`config.mk`:
```
export PLATFORM = sky130hd
export DESIGN_NAME = matrix_scan_driver
export DESIGN_NICKNAME = d
export VERILOG_FILES = /design/src/rtl/matrix_scan_driver.sv
export SDC_FILE = /design/constraint.sdc
export NUM_CORES = 1
export LEC_CHECK = 0
export ABC_AREA = 1
export BUFFER_PORTS_ARGS = -buffer_cell sky130_fd_sc_hd__buf_2
export CORE_UTILIZATION = 50
export DETAILED_ROUTE_END_ITERATION = 10
export GPL_TIMING_DRIVEN = 0
export PLACE_DENSITY = 0.76
export SYNTH_ARGS = -nofsm -noshare
export SYNTH_HDL_FRONTEND = slang
export SYNTH_SLANG_ARGS = --single-unit
export TNS_END_PERCENT = 20
```
`constraint.sdc`:
```
create_clock -name clk -period 2.6 [get_ports clk]
set_input_delay 0.26 -clock clk [delete_from_list [all_inputs] [get_ports clk]]
set_output_delay 0.26 -clock clk [all_outputs]
set_load 0.02 [all_outputs]
```
`src/rtl/matrix_scan_driver.sv`:
```
// Serial LED matrix row scanner: a double-buffered 8x8 frame is shifted out
// row by row as 8 column bits followed by an active-low row-select byte.
module matrix_scan_driver #(
    parameter int SCLK_DIV    = 4,
    parameter int HOLD_CYCLES = 1000
) (
    input  logic            clk,
    input  logic            reset,
    input  logic [7:0][7:0] dataMatrix,
    input  logic            load,
    input  logic            enable,
    output logic            ser_data,
    output logic            ser_clk,
    output logic            ser_latch,
    output logic [2:0]      row_idx,
    output logic            frame_done,
    output logic            busy
);
    typedef enum logic [1:0] {IDLE, SHIFT, LATCH, HOLD} state_t;

    localparam logic [31:0] BIT_LAST  = 32'(2 * SCLK_DIV - 1);
    localparam logic [31:0] SCLK_HIGH = 32'(SCLK_DIV);
    localparam logic [31:0] LAT_LAST  = 32'(SCLK_DIV - 1);
    localparam logic [31:0] HOLD_LAST = 32'(HOLD_CYCLES - 1);

    state_t          state;
    logic [7:0][7:0] shadow;
    logic [7:0][7:0] active;
    logic [31:0]     cnt;
    logic [3:0]      bit_cnt;
    logic [15:0]     sreg;

    logic            start;
    logic [2:0]      row_next;
    logic [7:0][7:0] frame_next;
    logic [15:0]     word_next;

    // A new frame is taken only at the row-0 boundary; a load on that
    // very edge bypasses the shadow so the freshest frame is shown.
    always_comb begin
        start = enable && ((state == IDLE) ||
                ((state == HOLD) && (cnt == HOLD_LAST)));
        row_next = (state == HOLD) ? row_idx + 3'd1 : 3'd0;
        frame_next = active;
        if (row_next == 3'd0)
            frame_next = load ? dataMatrix : shadow;
        word_next = {frame_next[row_next], ~(8'b1 << row_next)};
    end

    always_ff @(posedge clk) begin
        if (!reset) begin
            state      <= IDLE;
            row_idx    <= 3'd0;
            ser_data   <= 1'b0;
            ser_clk    <= 1'b0;
            ser_latch  <= 1'b0;
            frame_done <= 1'b0;
            busy       <= 1'b0;
            active     <= '0;
            shadow     <= '0;
            cnt        <= '0;
            bit_cnt    <= '0;
            sreg       <= '0;
        end else begin
            if (load)
                shadow <= dataMatrix;
            frame_done <= 1'b0;
            if (start) begin
                state     <= SHIFT;
                row_idx   <= row_next;
                busy      <= 1'b1;
                if (row_next == 3'd0)
                    active <= frame_next;
                ser_data  <= word_next[15];
                sreg      <= word_next << 1;
                ser_clk   <= 1'b0;
                ser_latch <= 1'b0;
                cnt       <= '0;
                bit_cnt   <= '0;
            end else begin
                case (state)
                    SHIFT: begin
                        if (cnt == BIT_LAST) begin
                            cnt     <= '0;
                            ser_clk <= 1'b0;
                            if (bit_cnt == 4'd15) begin
                                state     <= LATCH;
                                ser_latch <= 1'b1;
                                ser_data  <= 1'b0;
                            end else begin
                                bit_cnt  <= bit_cnt + 4'd1;
                                ser_data <= sreg[15];
                                sreg     <= sreg << 1;
                            end
                        end else begin
                            cnt     <= cnt + 32'd1;
                            ser_clk <= (cnt + 32'd1) >= SCLK_HIGH;
                        end
                    end
                    LATCH: begin
                        if (cnt == LAT_LAST) begin
                            state      <= HOLD;
                            ser_latch  <= 1'b0;
                            cnt        <= '0;
                            frame_done <= (row_idx == 3'd7) &&
                                          (HOLD_LAST == 32'd0);
                        end else begin
                            cnt <= cnt + 32'd1;
                        end
                    end
                    HOLD: begin
                        if (cnt == HOLD_LAST) begin
                            state   <= IDLE;
                            row_idx <= 3'd0;
                            busy    <= 1'b0;
                            cnt     <= '0;
                        end else begin
                            cnt        <= cnt + 32'd1;
                            frame_done <= (row_idx == 3'd7) &&
                                          ((cnt + 32'd1) == HOLD_LAST);
                        end
                    end
                    default: begin
                        state    <= IDLE;
                        ser_data <= 1'b0;
                        ser_clk  <= 1'b0;
                    end
                endcase
            end
        end
    end
endmodule

```
==> metrics.md, run 1 <==
| Metric | Value |
|---|---|
| NetSw | `2.704 mW` |
| Comb power frac | `0.256` |
| Vias in the first global route | `7462` |
| Tot Pwr | `between 7 and 8 mW` |
| Fin crit period | `~2.4 ns` |
| Syn Area/Cell | `between 7 and 8 um^2` |
| Synth Flop Type | `dfxtp_1` |
| Io pins | `76` |
| Initial antenna violation count | `0` |
| Most frequent cells in the layout | `245 x nand2_1, 181 x dfxtp_1, 156 x nor2_1` |
| Min-delay worst type | `input pin to flop` |
| Die height | `between 100 and 150 um` |
| Sequential power share | `0.430` |
| Avg WL per Cell | `14.96 um` |
| Depth of the CTS H-tree | `4` |
| Largest net degree at the start of global routing | `18` |
| Crit path max fanout | `10` |
| Area of the multi-input gates | `about 4200 um^2` |
| Yosys cell types | `45` |
| Cells after DPL | `1403` |
| Max_slew headroom | `0.4940` |
| Residual DRC count | `0` |
| Synth async-reset ratio | `0` |
| Mapped Nets | `1186` |
| Layout net count | `between 1000 and 1500` |
| Fillers | `1524` |
| Critical path launch point type | `flop` |
| Clock Skew | `~0.015 ns` |
| Worst skew pair latency | `0.44 ns` |
| Max stage delay on crit path | `0.45 ns` |
| Status | `finished clean` |
| Yosys Warn Count | `0` |
| Layout cell share with drive strength beyond 1 | `0.1351` |
| Clk network pwr share | `0.314` |
| Leakage Power | `between 4 and 5 nW` |
| RSZ-0062 raised after global routing | `false` |
| Flop2flop setup slack | `0.18 ns` |
| GRT Residual Overflow | `0` |
| Post-synthesis sequential area ratio | `0.4310` |
| Sequential cell area | `3623 um^2` |
| Rows | `47` |
| DR vias/cell | `approximately 5.4` |
| Sw Ratio | `0.3389` |
| Antenna cells | `0` |
| RePlAce Congestion | `0.9621` |
| Most common cell after layout, fill and taps aside | `nand2_1` |
| Worst Path Arrival | `roughly 2.8 ns` |
| Post-synth EDFFs | `0` |
| Power Dens Cells | `827.7 nW/um^2` |
| Top post-synthesis cells by area | `dfxtp_1 43%, nand2_1 11%, mux2i_1 7.6%, nor2_1 7.0%, a31oi_1 4.4%` |
| Clock buffer depth | `2` |
| Dominant cell type by area after synthesis | `dfxtp_1` |
| Slew @ Worst Pin | `0.7589 ns` |
| Internal | `between 5 and 6 mW` |
| Instance count of the mapped netlist | `1109` |
| Synthesized area | `around 8400 um^2` |
| Post-CTS sizing | `0` |
| Post-CTS setup buffers | `0` |
| First-pass GRT wire length | `35710 um` |
| Post-DRT Antenna Nets | `0` |
| Fin cells | `about 1400` |
| Worst vdd ir | `~0.00060 V` |
| Clock-pin slew on the worst setup and hold paths | `0.07 ns` |
| Die W | `131.7 um` |
| Total Routed Length | `21450 um` |
| Share of the synthesized area in the top cell type | `0.4310` |
| TritonCTS Buffers | `17` |
| Slew Limit Fails | `0` |
| GRT Total Usage | `0.2537` |
| Final worst-path cycle share | `0.9308` |
| I/O Buffers | `74` |
| 1st-iter DRT viols | `658` |
| Hold WS | `0.09204 ns` |
| Design area | `9641 um^2` |
| Drt first pass iters | `6` |
| Crit path capture type | `flop` |
| Core Area | `16520 um^2` |
| CTS Hold Buffers Added | `0` |
| Final setup TNS | `0 ns` |
| WS Path Type | `flop to flop` |
| CTS tree | `yes` |
| P&R area growth vs syn | `14.66%` |
| Placed wire-length estimate | `around 16000 um` |
| Max Clock Freq | `0.4132 GHz` |
| Via count | `7777` |
| Overall die area | `17340 um^2` |
| Hold Violations, Final | `0` |
| CP Data Required Time | `2.97 ns` |
| Final setup fails | `0` |
| Initial Util | `0.5088` |
| Root Driver | `clkbuf_16` |
| Register bit count reported by yosys | `between 150 and 200` |
| Maxcap violations | `0` |
| Slowest cell on the critical path | `nor2_1` |
| CTS Sinks | `181` |
| CP Cell Sequence | `ha_2, nand2_1, nor2_1, buf_2, nand2_1, nand4_1, a21boi_0, o21ai_1, nor2_1` |
| Area after DPL | `about 9000 um^2` |
cells by family (layout without fill, tap and decap cells):
group           count (synthesis)  count (layout)  share of synthesized area
compound gates                225             225                     0.1522
xor+xnor                       15              15                    0.01563
fa+ha+maj                       9               9                    0.01339
buf+inv                       125             230                    0.07128
flops                         181             181                     0.4310
mux                            64              64                    0.07619
simple gates                  490             490                     0.2403
sequential cells by signal (all words and copies together) (netlist names):
name and cells:
ser_latch 1, ser_clk 1, ser_data 1, busy 1, state 2, active 56, sreg 15, frame_done 1
cnt 32, bit_cnt 4, row_idx 3, shadow 64
final cells by class:
type / count / share of cell area
Inverter: 60 / 0.02336
Buffer: 65 / 0.03894
Clock inverter: 13 / 0.01467
Multi-Input combinational cell: 803 / 0.4357
Sequential cell: 181 / 0.3759
Clock buffer: 18 / 0.04452
Timing Repair Buffer: 74 / 0.03842
Tap cell: 220 / 0.02855
Yosys cell counts (9+ instances only):
master / count
o21ai_0: 36
clkbuf_1: 31
ha_1: 9
a31oi_1: 59
inv_1: 56
buf_2: 24
nand2_1: 245
nand3_1: 47
nand4_1: 10
dfxtp_1: 181
xor2_1: 12
o21ai_1: 49
mux2i_1: 64
nor2_1: 157
a21oi_1: 53
power groups by stage:
stage | clock (mW) | sequential, mW | combinational, mW
after floorplan | 0 | 3.41 | 1.49
after global placement | 0 | 3.47 | 1.97
after detailed placement | 0 | 3.48 | 2.01
after CTS | 2.53 | 3.42 | 2.02
after global routing | 2.66 | 3.47 | 2.27
final | 2.51 | 3.43 | 2.04
metal layers:
metal	track usage	share of wire	wire length, um
met1	0.3059	0.43	9306
met2	0.4318	0.48	10230
met3	0.05710	0.059	1275
met4	0.1092	0.030	642
met5	0	0	0
worst max-delay path: cells and delay by family (launching register included):
family | cells | cell delay [ns]
simple gates | 5 | 0.98
compound gates | 2 | 0.35
buf+inv | 1 | 0.32
flops | 1 | 0.38
fa+ha+maj | 1 | 0.32
worst paths after layout:
path                  start          to  cells after the start
max                state[0]    ser_data                      9
min reg2reg         ser_clk     ser_clk                      2
max reg2reg        state[0]    ser_data                      9
min          dataMatrix[10]  shadow[10]                      3
per-stage QoR:
stage                 util  worst slack (ns)
global route        0.5834          0.001979
detailed placement  0.5479           0.09961
CTS                 0.5824           0.05632
finish              0.5834            0.1800
floorplan                -            0.5530
global placement    0.5479            0.1046
(Power assumes the default switching activity.)
==> inputs of run 2 (changes only) <==
==> constraint.sdc (replaced) <==
create_clock -name clk -period 2.3 [get_ports clk]
set_input_delay 0.23 -clock clk [delete_from_list [all_inputs] [get_ports clk]]
set_output_delay 0.23 -clock clk [all_outputs]
set_load 0.02 [all_outputs]
==> metrics.md, run 2 (synthesized netlist as in run 1, its figures left out) <==
| Metric | Value |
|---|---|
| Status | `finished clean` |
| Placed wire-length estimate | `15830 um (unchanged)` |
| Hold path start | `dataMatrix[10]` |
| Largest net degree at the start of global routing | `18 (unchanged)` |
| Layout cell share with drive strength beyond 1 | `0.1621 (+0.02705)` |
| Vias in the first global route | `7506 (+0.59%)` |
| Setup ws final | `0.1589 ns (-0.02114 ns)` |
| Design area | `9756 um^2 (+1.2%)` |
| 1st-iter DRT viols | `570 (-13%)` |
| TritonCTS Buffers | `17 (unchanged)` |
| Min-delay worst type | `input pin to flop` |
| Residual DRC count | `0 (unchanged)` |
| CP most frequent cell | `nand2_1` |
| Total Routed Length | `21510 um (+0.27%)` |
| Final setup TNS | `0 ns (unchanged)` |
| Crit path max fanout | `7 (-3)` |
| Slowest cell on the critical path | `dfxtp_2` |
| Clock-pin slew on the worst setup and hold paths | `0.07 ns (about the same)` |
| Register with the most flip-flops | `shadow` |
| Clock Skew | `0.01502 ns (+0.00001050 ns)` |
| Worst skew pair latency | `0.44 ns (about the same)` |
| First-pass GRT wire length | `35850 um (+0.37%)` |
| Maxcap violations | `0 (unchanged)` |
| Max_slew headroom | `0.4985 (+0.004443)` |
| CTS tree | `yes` |
| Final worst-path cycle share | `0.9309 (about the same)` |
| Initial Util | `0.5088 (unchanged)` |
| Max Clock Freq | `0.4671 GHz (+13%)` |
| Top flop regs | `shadow x64, active x56, cnt x32` |
| Hold WS | `0.06097 ns (-0.03107 ns)` |
| Die height | `131.7 um (unchanged)` |
| P&R area growth vs syn | `16.03%` |
| Drt first pass iters | `7 (+1)` |
| Hold Path End | `shadow[10]` |
| Fillers | `1503 (-1.4%)` |
| Crit path capture type | `flop` |
| RR Endpoint | `ser_clk` |
| Avg WL per Cell | `14.99 um (+0.20%)` |
| Post-layout util | `0.5904 (+0.006966)` |
| Via count | `7813 (+0.46%)` |
| Area after DPL | `9054 um^2 (unchanged)` |
| Worst vdd ir | `0.0006911 V (+16%)` |
| Io pins | `76 (unchanged)` |
| Die W | `131.7 um (unchanged)` |
| Post-DRT Antenna Nets | `0 (unchanged)` |
| GRT Residual Overflow | `0 (unchanged)` |
| GRT Total Usage | `0.2546 (+0.0009172)` |
| Worst Path Arrival | `2.45 ns (-0.34 ns)` |
| R2r startpoint | `cnt[1]` |
| Leakage Power | `4.110 nW (+1.2%)` |
| Dpl ws | `-0.2004 ns (-0.3000 ns)` |
| Slew @ Worst Pin | `0.7523 ns (-0.006664 ns)` |
| Cells after DPL | `1403 (unchanged)` |
| Power Dens Cells | `929.3 nW/um^2 (+12%)` |
| I/O Buffers | `74 (unchanged)` |
| Root Driver | `clkbuf_16` |
| Most frequent cells in the layout | `240 x nand2_1, 179 x dfxtp_1, 145 x nor2_1` |
| RePlAce Congestion | `0.9621 (unchanged)` |
| Initial antenna violation count | `0 (unchanged)` |
| WS Path Type | `flop to flop` |
| Hold Violations, Final | `0 (unchanged)` |
| Antenna cells | `0 (unchanged)` |
| DR vias/cell | `5.445 (+0.39%)` |
| CP Data Required Time | `2.61 ns (-0.36 ns)` |
| Flop2flop setup slack | `0.16 ns (-0.02 ns)` |
| Fin cells | `1435 (+0.070%)` |
| Worst Hold Path Cells | `3 (unchanged)` |
| Most common cell after layout, fill and taps aside | `nand2_1` |
| Fin crit period | `2.141 ns (-0.2789 ns)` |
| CP Cell Sequence | `ha_2, nand2_2, nor2_2, nand2_1, nor2_4, buf_4, xor2_2, nor2_1, nand2_1, nor2_1, nand3_1, nand2_1, a21oi_1` |
| Tot Pwr | `9.066 mW (+14%)` |
| Final setup fails | `0 (unchanged)` |
| Layout net count | `1280 (+0.078%)` |
| Depth of the CTS H-tree | `4 (unchanged)` |
| Clock buffer depth | `2 (unchanged)` |
| CTS Sinks | `181 (unchanged)` |
| Max stage delay on crit path | `0.36 ns (-0.09 ns)` |
| Max FFs per register | `64 (unchanged)` |
| Rows | `47 (unchanged)` |
| Critical path launch point type | `flop` |
| Cell count of the worst reg-to-reg path | `13 (+4)` |
| Core Area | `16520 um^2 (unchanged)` |
| Overall die area | `17340 um^2 (unchanged)` |
| Slew Limit Fails | `0 (unchanged)` |
[run 2: worst max-delay path by stage]
stage	to	slack, ns	from
6_report	ser_clk	0.16	cnt[1]
5_1_grt	ser_clk	-0.009	cnt[1]
4_1_cts	ser_data	-0.02	state[0]
3_5_place_dp	active[61]	-0.20	row_idx[0]
3_3_place_gp	active[49]	-0.20	row_idx[0]
2_1_floorplan	active[16]	0.25	row_idx[0]
[run 2: timing repair]
item,CTS,global route
gates resized for setup,13,33
hold buffers,0,0
setup endpoints to repair,59,87
pin swaps,1,3
setup buffers,0,2
[run 2: cell type report]
class	count	area, um^2	share of cell area
multi-input cells	803	4280	0.4388
flip-flops and latches	181	3626	0.3717
clock buffers	18	429.2	0.04399
plain buffers	64	389.1	0.03989
repair buffers	76	385.4	0.03950
well taps	220	275.3	0.02822
inverters	60	229.0	0.02347
clock inverters	13	141.4	0.01449
[run 2: worst max-delay path: cells and delay by family (launching register included)]
family,cells,cell delay (ns)
DFF,1,0.36
buffers and inverters,1,0.17
and+or+nand+nor,9,1.15
AOI/OAI and AO/OA,1,0.05
xor gates and xnor gates,1,0.07
adders and majority gates,1,0.22
[run 2: report_power, final]
part           switching (mW)  total [mW]  internal, mW
sequential              0.284        3.89          3.60
combinational            1.48        2.35         0.868
clock                    1.31        2.83          1.53
total                    3.07        9.07          6.00
[run 2: metal layers]
layer / wire length [um] / GRT usage / up-vias
met2: 10330 / 0.4350 / 238
met4: 636 / 0.1111 / 0
met3: 1171 / 0.06057 / 57
met1: 9374 / 0.3030 / 3610
met5: 0 / 0 / -
li1: - / - / 3908
